[src/rtl/wb_regfile.sv]
// ---------------------------------------------------------------------------
// wb_regfile -- 32 x 32-bit integer register file with writeback select.
//
// Selects the writeback value from the W-stage sources, commits it into the
// register array on the rising clock edge and counts committed writes.
// x0 reads as zero and never accepts a write. Reads are asynchronous.
//
// Optional feature (macro WB_REGFILE_BYPASS_EN):
//   defined   : a read whose index matches an in-progress commit returns the
//               value being written (write-through bypass).
//   undefined : such a read returns the value stored before the write; the
//               forwarding unit resolves that hazard using wb_data.
//
// Ports:
//   clk        in   1   rising-edge clock
//   rst_n      in   1   asynchronous active-low reset
//   rd_wr_enW  in   1   writeback enable from W stage
//   wb_selW    in   2   writeback source: 0 alu, 1 lsu, 2 pc4, 3 none
//   alu_dataW  in  32   ALU result candidate
//   lsu_dataW  in  32   load data candidate
//   pc4W       in  32   PC+4 candidate (link value)
//   rd_addrW   in   5   destination register index
//   rs1_addr   in   5   read port 1 index
//   rs2_addr   in   5   read port 2 index
//   rs1_data   out 32   read port 1 data (combinational)
//   rs2_data   out 32   read port 2 data (combinational)
//   wb_data    out 32   selected writeback value (combinational)
//   wb_valid   out  1   a commit happens this cycle (combinational)
//   wb_count   out 32   registered count of committed writes
// ---------------------------------------------------------------------------
module wb_regfile (
  input  logic        clk,
  input  logic        rst_n,
  input  logic        rd_wr_enW,
  input  logic [1:0]  wb_selW,
  input  logic [31:0] alu_dataW,
  input  logic [31:0] lsu_dataW,
  input  logic [31:0] pc4W,
  input  logic [4:0]  rd_addrW,
  input  logic [4:0]  rs1_addr,
  input  logic [4:0]  rs2_addr,
  output logic [31:0] rs1_data,
  output logic [31:0] rs2_data,
  output logic [31:0] wb_data,
  output logic        wb_valid,
  output logic [31:0] wb_count
);

  // Registers need an asynchronous clear, so the array maps to flops rather
  // than block RAM. Entry 0 is never written and is masked on read anyway.
  logic [31:0] regs_reg [32];
  logic [31:0] wb_count_reg;
  logic        commit;

  always_comb begin
    wb_data = 32'h0;
    case (wb_selW)
      2'd0:    wb_data = alu_dataW;
      2'd1:    wb_data = lsu_dataW;
      2'd2:    wb_data = pc4W;
      default: wb_data = 32'h0;
    endcase
  end

  assign commit   = rd_wr_enW && (rd_addrW != 5'd0) && (wb_selW != 2'd3);
  assign wb_valid = commit;
  assign wb_count = wb_count_reg;

  // One register slice per architectural register.
  genvar gi;
  generate
    for (gi = 0; gi < 32; gi++) begin : g_reg
      always_ff @(posedge clk or negedge rst_n) begin
        if (!rst_n) begin
          regs_reg[gi] <= 32'h0;
        end else if (commit && (rd_addrW == 5'(gi))) begin
          regs_reg[gi] <= wb_data;
        end
      end
    end
  endgenerate

  always_ff @(posedge clk or negedge rst_n) begin
    if (!rst_n) begin
      wb_count_reg <= 32'h0;
    end else if (commit) begin
      wb_count_reg <= wb_count_reg + 32'd1;  // wraps naturally at 2^32
    end
  end

  // Read path shared by both ports. x0 is forced to zero ahead of any bypass.
  function automatic logic [31:0] read_port(input logic [4:0] addr);
    logic [31:0] val;
    val = 32'h0;
    if (addr != 5'd0) begin
      val = regs_reg[addr];
`ifdef WB_REGFILE_BYPASS_EN
      if (commit && (addr == rd_addrW)) begin
        val = wb_data;
      end
`endif
    end
    return val;
  endfunction

  always_comb begin
    rs1_data = read_port(rs1_addr);
    rs2_data = read_port(rs2_addr);
  end

endmodule

[config.mk]
export PLATFORM = sky130hd
export DESIGN_NAME = wb_regfile
export DESIGN_NICKNAME = d
export VERILOG_FILES = /design/src/rtl/wb_regfile.sv
export SDC_FILE = /design/constraint.sdc
export NUM_CORES = 2
export LEC_CHECK = 0
export BUFFER_PORTS_ARGS = -buffer_cell sky130_fd_sc_hd__buf_2
export CORE_ASPECT_RATIO = 1.2
export CORE_MARGIN = 2
export CORE_UTILIZATION = 56
export DETAILED_ROUTE_END_ITERATION = 10
export PLACE_DENSITY_LB_ADDON = 0.3
export SLEW_MARGIN = 20
export SYNTH_ARGS = -nofsm -noshare
export SYNTH_HDL_FRONTEND = slang
export SYNTH_SLANG_ARGS = --single-unit
[constraint.sdc]
create_clock -name clk -period 1.7 [get_ports clk]
set_input_delay 0.17 -clock clk [delete_from_list [all_inputs] [get_ports clk]]
set_output_delay 0.17 -clock clk [all_outputs]
set_load 0.05 [all_outputs]
==> results.yml <==
outcome:
  status: "finished with violations"
  violations: "setup timing"
floorplan:
  die_x_um: 289.5
  design.die.area_um2: 100400
  rows: 125
  dieHeight_um: 346.6
  io_pins: 245
  core_um2: 96970
  initial_utilization_pct: 56.50
sta:
  maxSlewHeadroom_pct: 51.01
  whs_ns: 0.03338
  min_period_ns: 2.688
  rsz0062_at_grt: "true"
  clock_skew_ns: 0.007165
  finalWorstSetupSlack_ns: -0.9878
  hold_viol: 0
  fmax_mhz: 372.1
  tightest_slew_ns: 0.7315
  setup_violations: 69
  drv_slew: 0
  fin_crit_sh_pct: 158.1
setup_path:
  path_buf_inv: 3
  critPathCaptureType: "primary output"
  critPathLaunchType: "flip-flop"
  worstSetupPathType: "flip-flop to primary output"
  r2r_cells: 5
  r2r_end: "wb_count[21]"
  cp.required_ns: 1.53
  crit_path_top_delay_cell: "mux4_2"
  path_max_fanout: 2
  arrival_ns: 2.52
  crit_path_max_incr_delay_ns: 0.43
  cp.depth: 8
  regToRegStartpoint: "wb_count[7]"
  worstPathCellList: "buf_6, mux4_2, mux2i_1, a21oi_1, o21ai_1, buf_4, a31oi_4, buf_12"
  cpLargestDelayFamily: "multiplexers"
  ff2ff_setup_slack_ns: 0.02
pwr:
  seq_power_share_pct: 42.4
  total_power_w: 0.07677
  switchingPower_w: 0.02364
  combPwrFrac_pct: 26.1
  powerDensity_nw_per_um2: 1078
  leakagePower_nw: 31.19
  switching_share_pct: 30.80
  intPower_w: 0.05313
  p_clk_share_pct: 31.4
  ir_worst_vdd_v: 0.0008321
cts:
  htreeDepth: 3
  cts_buffer_depth: 3
  clk_latency_ns: 0.69
  cts_tree: "done"
  cts.clk_slew.worst_paths_ns: 0.06
  root_buffer: "clkbuf_16"
  cts_inserted_buffers: 104
  cts.sinks: 1056
global_routing:
  antenna_found_initial: 4
  grt_usage_pct: 39.53
  grt-ovfl-total: 0
  grt_max_degree: 111
  grt_pass1_wl_um: 294100
  grt_pass1_vias: 48450
synthesis:
  synthFlopType: "dfrtp_1"
  synthesis.instances: 4882
  syn_area_per_cell_um2: 11.22
  syn_nets: 4999
  syn-cell-area_um2: 54790
  synth_seq_area_share_pct: 48.23
  async_flop_share_pct: 100.0
  synth.ff_latch_count: 1056
  yosysWarnings: 0
  synth.distinct_cells: 43
  synth_edf_count: 0
placement:
  post-place-ws_ns: -0.5364
  dp_cells: 6604
  portBuffers: 244
  gp_congestion: 0.9142
  place_area_um2: 66120
  hpwl_um: 129000
run:
  drv_cap: 0
worst_hold_path:
  min_from: "pc4W[11]"
  whs_endpoint: "regs_reg[843]"
  hp-class: "input pin to flip-flop"
  holdPathStages: 5
final_layout:
  layout-drive-gt1-share_pct: 38.68
  layout_common_cells: "dfrtp_1 (1039), nand2_1 (775), o21ai_0 (723), buf_4 (535), mux4_2 (512)"
  nNetsFinal: 5617
  largest_reg_flops: 1024
  fin_cells: 6856
  layout_commonest_cell: "dfrtp_1"
  area_delta_synth_final_pct: 29.94
  postLayoutCellArea_um2: 71190
detailed_routing:
  first_pass_iters: 6
  wl_um: 195900
  final_antenna_net_count: 0
  drc: 0
  wl_per_cell_um: 28.57
  vias: 46360
  vias_per_cell: 6.762
  first_iter_violations: 5592
## metal layers
metal | part of all wire [%] | vias to the layer above | global-route usage, %
met5 | 0.019 | - | 0
met1 | 34 | 23370 | 49.30
met3 | 12 | 938 | 11.10
met4 | 8.0 | 6 | 28.18
li1 | - | 18890 | -
met2 | 46 | 3150 | 59.55
## Yosys cell counts (13+ instances only)
library cell  number  area share [%]
dfrtp_1         1056              48
nand2_1          806             5.5
o21ai_0          772             7.1
mux4_2           512              21
a21oi_1          369             3.4
clkbuf_1         337             2.3
nor2_1           316             2.2
buf_2            129             1.2
mux2i_1          113             2.1
mux2_2           112             2.3
buf_4             48            0.66
a22oi_1           47            0.64
a31oi_1           47            0.54
inv_1             37            0.25
o21ai_1           28            0.26
xnor2_1           18            0.29
a221oi_1          17            0.27
xor2_1            13            0.21
## tightest hold or removal path, stage by stage
cell     delay, ns
buf_2         0.08
a21oi_2       0.04
buf_6         0.14
buf_4         0.16
a21oi_1       0.12
## power groups by stage
stage | Clock [W] | Combinational [W] | Sequential [W]
2_1_floorplan | 0 | 0.0118 | 0.0319
3_3_place_gp | 0 | 0.0180 | 0.0323
3_5_place_dp | 0 | 0.0187 | 0.0327
4_1_cts | 0.0241 | 0.0196 | 0.0323
5_1_grt | 0.0252 | 0.0214 | 0.0329
6_report | 0.0241 | 0.0201 | 0.0326
## how the worst max path moves through the flow
stage | start | endpoint | slack (ns)
2_1_floorplan | rs2_addr[0] | rs2_data[31] | -0.18
4_1_cts | regs_reg[698] | rs2_data[26] | -0.98
3_5_place_dp | rs2_addr[1] | rs2_data[26] | -0.54
6_report | regs_reg[698] | rs2_data[26] | -0.99
5_1_grt | regs_reg[294] | rs2_data[6] | -0.99
3_3_place_gp | rs2_addr[1] | rs2_data[20] | -0.54
## timing repair
| item | 4_1_cts | 5_1_grt |
|---|---|---|
| gates resized for setup | 162 | 55 |
| endpoints found under the hold margin | 1388 | 0 |
| setup endpoints to repair | 94 | 89 |
| pin swaps | 20 | 24 |
| gates cloned | 1 | 1 |
| buffers inserted | 17 | 21 |
| hold buffers | 23 | 0 |
## stage by stage
| step | utilization [%] | setup TNS (ns) |
|---|---|---|
| final | 73.42 | -53.43 |
| after global routing | 73.41 | -55.88 |
| after CTS | 72.97 | -53.26 |
| after detailed placement | 68.19 | -157.56 |
| after global placement | 68.19 | -126.31 |
| after floorplan | - | -7.085 |
## cell families (layout without fill, tap and decap cells)
| group | Yosys count | after routing | share of synthesized area, % |
|---|---|---|---|
| compound gates | 1283 | 1283 | 12.18 |
| xor+xnor | 31 | 31 | 0.4956 |
| fa+ha+maj | 1 | 1 | 0.02283 |
| buf+inv | 562 | 1264 | 4.501 |
| flops | 1056 | 1056 | 48.23 |
| mux | 737 | 737 | 25.41 |
| other cells | 0 | 2 | 0 |
| simple gates | 1212 | 1212 | 9.158 |
## cell type report
cell class / instances / area (um^2)
Multi-Input combinational cell: 3264 / 28360
Sequential cell: 1056 / 26450
Fill cell: 5991 / 25780
Timing Repair Buffer: 1037 / 11110
Clock buffer: 154 / 3073
Tap cell: 1270 / 1589
Clock inverter: 36 / 456.7
Inverter: 37 / 156.4
Antenna cell: 2 / 5.005
Note: power is estimated with default switching activity, not from simulation.
